==> src/rtl/Riscv_defs.svh <==
// Shared RISC-V ALU operation select codes (ALUSel), included by any block that
// drives or decodes the ALU select field.
`ifndef RISCV_DEFS_SVH
`define RISCV_DEFS_SVH

localparam logic [4:0] ALUNoP  = 5'd0;
localparam logic [4:0] ALUadd  = 5'd1;
localparam logic [4:0] ALUsub  = 5'd2;
localparam logic [4:0] ALUand  = 5'd3;
localparam logic [4:0] ALUor   = 5'd4;
localparam logic [4:0] ALUxor  = 5'd5;
localparam logic [4:0] ALUsll  = 5'd6;
localparam logic [4:0] ALUsrl  = 5'd7;
localparam logic [4:0] ALUsra  = 5'd8;
localparam logic [4:0] ALUslt  = 5'd9;
localparam logic [4:0] ALUsltu = 5'd10;

`endif

==> src/rtl/alu_arb_pkg.sv <==
// Shared types for the two-requester ALU arbiter: FSM states, requester ID,
// requester count, and the ALUSel codes pulled in from Riscv_defs.svh.
package alu_arb_pkg;
  `include "Riscv_defs.svh"

  typedef enum logic [1:0] {IDLE, EXEC, RESP} state_t;
  typedef logic req_id_t;
  localparam int NUM_REQ = 2;
endpackage

==> src/rtl/alu_arb_pick.sv <==
// Combinational grant picker: request vector + last grant -> one-hot grant.
// ALU_ARB_RR_EN selects round-robin on contention; otherwise requester 0 wins.
module alu_arb_pick
  import alu_arb_pkg::*;
(
  input  logic [NUM_REQ-1:0] req,
  input  req_id_t            last,
  output logic [NUM_REQ-1:0] gnt
);

`ifdef ALU_ARB_RR_EN
  always_comb begin
    gnt = '0;
    if (req[0] && req[1]) gnt = last ? 2'b01 : 2'b10;
    else                  gnt = req;
  end
`else
  logic unused_last;
  assign unused_last = last;

  always_comb begin
    gnt = '0;
    gnt = req[0] ? 2'b01 : req;
  end
`endif

endmodule

==> src/rtl/alu_arbiter.sv <==
// Shares one external ALU between two requesters: IDLE grants and latches an op,
// EXEC drives the ALU and captures its result, RESP holds it until consumed.
// Define ALU_ARB_RR_EN for round-robin arbitration (default: fixed priority).
module alu_arbiter
  import alu_arb_pkg::*;
#(
  parameter int XLEN = 32
) (
  input  logic            clk,
  input  logic            rst,
  input  logic            req_valid_0,
  output logic            req_ready_0,
  input  logic [XLEN-1:0] req_a_0,
  input  logic [XLEN-1:0] req_b_0,
  input  logic [4:0]      req_sel_0,
  input  logic            req_valid_1,
  output logic            req_ready_1,
  input  logic [XLEN-1:0] req_a_1,
  input  logic [XLEN-1:0] req_b_1,
  input  logic [4:0]      req_sel_1,
  output logic            rsp_valid_0,
  input  logic            rsp_ready_0,
  output logic [XLEN-1:0] rsp_result_0,
  output logic            rsp_zero_0,
  output logic            rsp_valid_1,
  input  logic            rsp_ready_1,
  output logic [XLEN-1:0] rsp_result_1,
  output logic            rsp_zero_1,
  output logic [XLEN-1:0] alu_a,
  output logic [XLEN-1:0] alu_b,
  output logic [4:0]      alu_sel,
  input  logic [XLEN-1:0] alu_result,
  input  logic            alu_zero
);

  state_t              state, state_nxt;
  req_id_t             gnt_id, last_gnt;
  logic [NUM_REQ-1:0]  req_vec, gnt;
  logic [XLEN-1:0]     a_q, b_q, res_q;
  logic [4:0]          sel_q;
  logic                zero_q;
  logic                accept, rsp_hs, resp_0, resp_1;

`ifdef ALU_ARB_RR_EN
  req_id_t last_q;
  always_ff @(posedge clk) begin
    if (rst)         last_q <= 1'b1;
    else if (accept) last_q <= req_id_t'(gnt[1]);
  end
  assign last_gnt = last_q;
`else
  assign last_gnt = 1'b1;
`endif

  assign req_vec = {req_valid_1, req_valid_0};

  alu_arb_pick u_pick (
    .req  (req_vec),
    .last (last_gnt),
    .gnt  (gnt)
  );

  // Ready is only offered in IDLE and never while reset is asserted.
  assign accept      = (state == IDLE) && !rst && (|gnt);
  assign req_ready_0 = accept && gnt[0];
  assign req_ready_1 = accept && gnt[1];

  // Only the granted requester's rsp_ready can complete the response.
  assign rsp_hs = gnt_id ? rsp_ready_1 : rsp_ready_0;

  always_ff @(posedge clk) begin
    if (rst) state <= IDLE;
    else     state <= state_nxt;
  end

  always_comb begin
    state_nxt = state;
    case (state)
      IDLE:    if (|gnt) state_nxt = EXEC;
      EXEC:    state_nxt = RESP;
      RESP:    if (rsp_hs) state_nxt = IDLE;
      default: state_nxt = IDLE;
    endcase
  end

  always_ff @(posedge clk) begin
    if (rst) begin
      a_q    <= '0;
      b_q    <= '0;
      sel_q  <= ALUNoP;
      gnt_id <= 1'b0;
      res_q  <= '0;
      zero_q <= 1'b0;
    end else begin
      if (accept) begin
        a_q    <= gnt[1] ? req_a_1   : req_a_0;
        b_q    <= gnt[1] ? req_b_1   : req_b_0;
        sel_q  <= gnt[1] ? req_sel_1 : req_sel_0;
        gnt_id <= req_id_t'(gnt[1]);
      end
      if (state == EXEC) begin
        res_q  <= alu_result;
        zero_q <= alu_zero;
      end
    end
  end

  assign alu_a   = (state == EXEC) ? a_q   : '0;
  assign alu_b   = (state == EXEC) ? b_q   : '0;
  assign alu_sel = (state == EXEC) ? sel_q : ALUNoP;

  assign resp_0 = (state == RESP) && !rst && (gnt_id == 1'b0);
  assign resp_1 = (state == RESP) && !rst && (gnt_id == 1'b1);

  assign rsp_valid_0  = resp_0;
  assign rsp_result_0 = resp_0 ? res_q : '0;
  assign rsp_zero_0   = resp_0 && zero_q;
  assign rsp_valid_1  = resp_1;
  assign rsp_result_1 = resp_1 ? res_q : '0;
  assign rsp_zero_1   = resp_1 && zero_q;

endmodule

==> config.mk <==
export PLATFORM = sky130hd
export DESIGN_NAME = alu_arbiter
export DESIGN_NICKNAME = d
export VERILOG_FILES = /design/src/rtl/alu_arb_pkg.sv /design/src/rtl/alu_arb_pick.sv /design/src/rtl/alu_arbiter.sv
export VERILOG_INCLUDE_DIRS = /design/src /design/src/rtl
export SDC_FILE = /design/constraint.sdc
export NUM_CORES = 1
export LEC_CHECK = 0
export ABC_AREA = 1
export BUFFER_PORTS_ARGS = -buffer_cell sky130_fd_sc_hd__clkbuf_2
export CAP_MARGIN = 20
export CORE_AREA = 2 2 121 123
export DETAILED_ROUTE_END_ITERATION = 8
export DIE_AREA = 0 0 123 125
export GPL_ROUTABILITY_DRIVEN = 0
export GPL_TIMING_DRIVEN = 0
export HOLD_SLACK_MARGIN = 0.1
export PLACE_DENSITY = 0.73
export SETUP_SLACK_MARGIN = 0.15
export SKIP_CTS_REPAIR_TIMING = 1
export SLEW_MARGIN = 20
export SYNTH_ARGS = -nofsm -noshare
export SYNTH_HDL_FRONTEND = slang
export SYNTH_SLANG_ARGS = --single-unit
export TNS_END_PERCENT = 20
==> constraint.sdc <==
create_clock -name clk -period 1.5 [get_ports clk]
set_input_delay 0.15 -clock clk [delete_from_list [all_inputs] [get_ports clk]]
set_output_delay 0.15 -clock clk [all_outputs]
set_load 0.01 [all_outputs]
Word level (Yosys, flattened, before mapping):

Cells that the tools add are included.

* mux-type cells: 13
* reductions and logical operators: 13
* eq/ne operators: 4
* bitwise gates (word level): 1

Operators with widths (number)
* two-way mux 32 bit: 6
* two-way mux 5 bit: 2
* logical AND 1 bit: 9
* two-way mux 2 bit: 3
* case mux 2 bit (3 select lines): 1
* == test 2 x 1 -> 1 bit, second input constant: 1
* == test 2 bit, second input constant: 1
* zero test 2 bit: 1
* != test 2 x 1 -> 1 bit, second input constant: 1
* != test 2 bit, second input constant: 1
* AND reduction 2 bit: 1
* OR reduction 2 bit: 1
* zero test 1 bit: 1
* two-way mux 1 bit: 1
* NOT 1 bit: 1

* word-level logic and storage cells: 38
* input port bits: 177
* output and inout port bits: 139
* flip-flop bits (word level): 105

Logic depth before layout (Yosys ltp):

* depth after elaboration: 4
* depth in mapped cells: 8
* mapped depth without buffers: 6

By module:

From an unflattened synthesis, not the netlist that was laid out.

* cells, all modules: 980
* area, all modules: 5544.1 µm²

Modules (own cells, without submodules)
* alu_arbiter: instances 1, cells each 977, area an instance 5526.6 µm², sequential area each 2102.0 µm²
* alu_arb_pick: instances 1, cells each 3, area an instance 17.5 µm², sequential area each 0.0 µm²

Least setup slack after synthesis:

OpenSTA, ideal clock, no wires.

* path kind: flip-flop to output port
* from: register state[1]
* to: output rsp_result_0[10]
* path buffers: 1
* data arrival time: 1.158 ns
* stages on the path, launching flop included: 8
* data required time: 1.350 ns
* path slack: 0.192 ns
* cell sequence: dfxtp_1 -> inv_1 -> nor2_1 -> nand2_1 -> nor2_1 -> inv_2 -> buf_2 -> nor2_1

* cells in the longest elaborated chain, start to end: 4

Ends and longest elaborated chain
* start, declared: line alu_arbiter.sv:36 `state_t state, state_nxt;`
* start signal, assigned: line alu_arbiter.sv:73 `else state <= state_nxt;`
* == test 2 bit: line alu_arbiter.sv:112 `assign resp_0 = (state == RESP) && !rst && (gnt_id == 1'b0);`
* logical AND 1 bit (2 in series): line alu_arbiter.sv:112
* via rsp_valid_0: line alu_arbiter.sv:21 `output logic rsp_valid_0,`
* two-way mux 32 bit: line alu_arbiter.sv:116 `assign rsp_result_0 = resp_0 ? res_q : '0;`
* end, declared: line alu_arbiter.sv:23 `output logic [XLEN-1:0] rsp_result_0,`

The timed path passes the listed nets, and every way through them passes these cells.

Final worst setup path:

* from: register state[1]
* to: output rsp_result_1[17]

* cells in the longest elaborated chain, start to end: 4

Ends and longest elaborated chain
* == test 2 bit: line alu_arbiter.sv:113 `assign resp_1 = (state == RESP) && !rst && (gnt_id == 1'b1);`
* logical AND 1 bit (2 in series): line alu_arbiter.sv:113
* two-way mux 32 bit: line alu_arbiter.sv:119 `assign rsp_result_1 = resp_1 ? res_q : '0;`
* end, declared: line alu_arbiter.sv:27 `output logic [XLEN-1:0] rsp_result_1,`

Every way passes these cells.

==> impl_metrics.tcl <==
set metrics [dict create \
    status "finished, violations left" \
    violations "negative setup slack" \
    ir_drop_v 0.0005049 \
    grt_pass1_wl_microns 29040 \
    setup-violations-final 128 \
    worstPathRequired_ns 1.35 \
    drt-total-wl_microns 20500 \
    ys_seq_area_share_pct 37.76 \
    period_minus_slack_ns 1.754 \
    dieArea_sq_um 15380 \
    synth_commonest_cells "351 x nand2_1, 277 x nor2_1, 108 x inv_1" \
    end_kind "output pin" \
    tightest_slew_ns 0.5414 \
    rsz0062_at_grt "true" \
    final_cells 1513 \
    vias 6849 \
    area_growth_pct 59.59 \
    cts_tree "done" \
    core_area_sq_um 14200 \
    power_leakage_nw 4.831 \
    timing.max_cap.violations 0 \
    startpoint "state[1]" \
    h-tree-depth 3 \
    grt_max_degree 18 \
    drtIter0Drc 318 \
    start_kind "register" \
    max_freq_ghz 0.5701 \
    cp.arrival_ns 1.60 \
    whs_endpoint "res_q[1]" \
    slew_viol_final 0 \
    async_flop_share_pct 0 \
    fin_crit_sh_pct 116.9 \
    worstRegToRegCells 8 \
    post-dp-hpwl_microns 14710 \
    r2r_start "state[1]" \
    synth_edf_count 0 \
    r2r_end "res_q[3]" \
    antenna_left 0 \
    wirelength_met1_microns 8197 \
    yosysTopAreaCellShare_pct 37.76 \
    drc 0 \
    grt_pass1_vias 5973 \
    worstSetupPathType "reg2out" \
    yosys_warnings 0 \
    layout-drive-gt1-share_pct 36.27 \
    hold_start "alu_result[1]" \
    layout_setup_ws_ns -0.2540 \
    ys_ff_latch 105 \
    tns_ns -17.03 \
    synthTopCellsByArea "dfxtp_1 38%, nand2_1 24%, nor2_1 19%" \
    multiInputGateArea_sq_um 3218 \
    io_buffers 315 \
    clock-sinks 105 \
    die_w_microns 123 \
    path_max_fanout 10 \
    detail_route.first_pass.iterations 5 \
    route.met2.wl_microns 10210 \
    syn_nets 1155 \
    fin_nets 1501 \
    wire_per_inst_microns 13.55 \
    netlist_area_sq_um 5567 \
    start_util_pct 39.19 \
    skew_ns 0.007138 \
    fin_total_pwr_mw 7.661 \
    synth_most_common_cell "nand2_1" \
    num_rows 44 \
    via_per_inst 4.527 \
    yosys.area.top_type "dfxtp_1" \
    path_clk_slew_ns 0.07 \
    top_layer "met4" \
    regToRegSetupSlack_ns 0.07 \
    slew_headroom_pct 63.91 \
    die-height_microns 125 \
    ys.flop_type "dfxtp_1" \
    final_core_util_pct 62.54 \
    antenna_found_initial 0 \
    ioPinCount 316 \
    min_path_cells 3 \
    cts_root_buffer "clkbuf_16" \
    antennaDiodeCount 0 \
    dpl.cell_count 1477 \
    p_per_area_nw_per_um2 862.4 \
    wl_met3_microns 1582 \
    grt_overflow_total 0 \
    nFillCells 1396 \
    cts_made_buffers 9 \
    min_path_type "in2reg" \
    clk_path_buf_depth 2 \
    seq_area_sq_um 2110 \
    synth_cell_types 17 \
    clk_latency_ns 0.35 \
    synthCells 978 \
    syn_area_per_cell_sq_um 5.692 \
    grtUsageTotal_pct 24.22 \
    final_hold_viol_count 0 \
]
==> cells in the final DEF (no fill, tap or decap), types with 6 or more instances in the layout <==
cell type,synthesis,final
nand2_1,351,348
buf_4,4,11
dlygate4sd3_1,0,6
nor2_2,0,27
inv_1,108,106
buf_6,3,55
buf_2,35,76
buf_12,0,9
clkbuf_16,0,15
o21ai_0,34,29
nor2_4,1,50
a21oi_1,34,34
nor2_1,277,201
clkbuf_2,0,216
clkbuf_1,17,14
dfxtp_1,105,103
==> sequential cells by signal, indices dropped and copies added, names as in the netlist <==
| signal | count |
|---|---|
| gnt_id | 1 |
| sel_q | 5 |
| state | 2 |
| a_q | 32 |
| zero_q | 1 |
| b_q | 32 |
| res_q | 32 |
==> worst max path at each step <==
stage                       endpoint  slack, ns
floorplan           rsp_result_0[10]       0.19
CTS                       alu_sel[0]      -0.58
detailed placement        alu_sel[0]      -0.17
finish              rsp_result_1[17]      -0.25
global route        rsp_result_1[17]      -0.32
global placement          alu_sel[0]      -0.18
==> per-layer routing <==
layer,up-vias,GRT usage (%)
met2,265,43.06
met3,33,5.839
met1,2991,27.89
li1,3560,-
met5,-,0
met4,0,8.690
==> through the flow <==
| step | cell area (sq um) | setup slack (ns) | hold slack [ns] |
|---|---|---|---|
| 5_1_grt | 8884 | -0.3218 | 0.09312 |
| 6_report | 8884 | -0.2540 | 0.07078 |
| 2_1_floorplan | 5567 | 0.1921 | 0.2191 |
| 3_5_place_dp | 7373 | -0.1694 | 0.3664 |
| 4_1_cts | 7656 | -0.5751 | 0.003202 |
| 3_3_place_gp | 7373 | -0.1805 | 0.3570 |
==> kinds of logic after synthesis <==
| group | synth area share (%) |
|---|---|
| DFF | 37.76 |
| and+or+nand+nor | 42.95 |
| buffers and inverters | 13.06 |
| AOI/OAI and AO/OA | 6.226 |
==> area by class of cell <==
type	count	share of cell area, %
tap	184	2.592
clock buffer	11	2.732
timing repair buffer	335	24.24
clock inverter	5	0.4507
sequential	105	23.75
inverter	112	4.789
buffer	60	5.225
multi-input combinational	701	36.23
==> power by group <==
| part | internal, mW | switching, mW | total (mW) |
|---|---|---|---|
| combinational | 0.916 | 1.28 | 2.20 |
| clock | 1.18 | 1.13 | 2.31 |
| sequential | 3.07 | 0.0826 | 3.15 |
| total | 5.17 | 2.49 | 7.66 |
==> worst max-delay path, stage by stage (launching register included) <==
cell and delay [ns]:
dfxtp_4 0.38, inv_4 0.06, nor2_4 0.08, nand2_2 0.09, inv_2 0.09, nand2_4 0.10
buf_6 0.17, nor2_2 0.13, buf_2 0.15
Power figures use the tool's default switching activity.
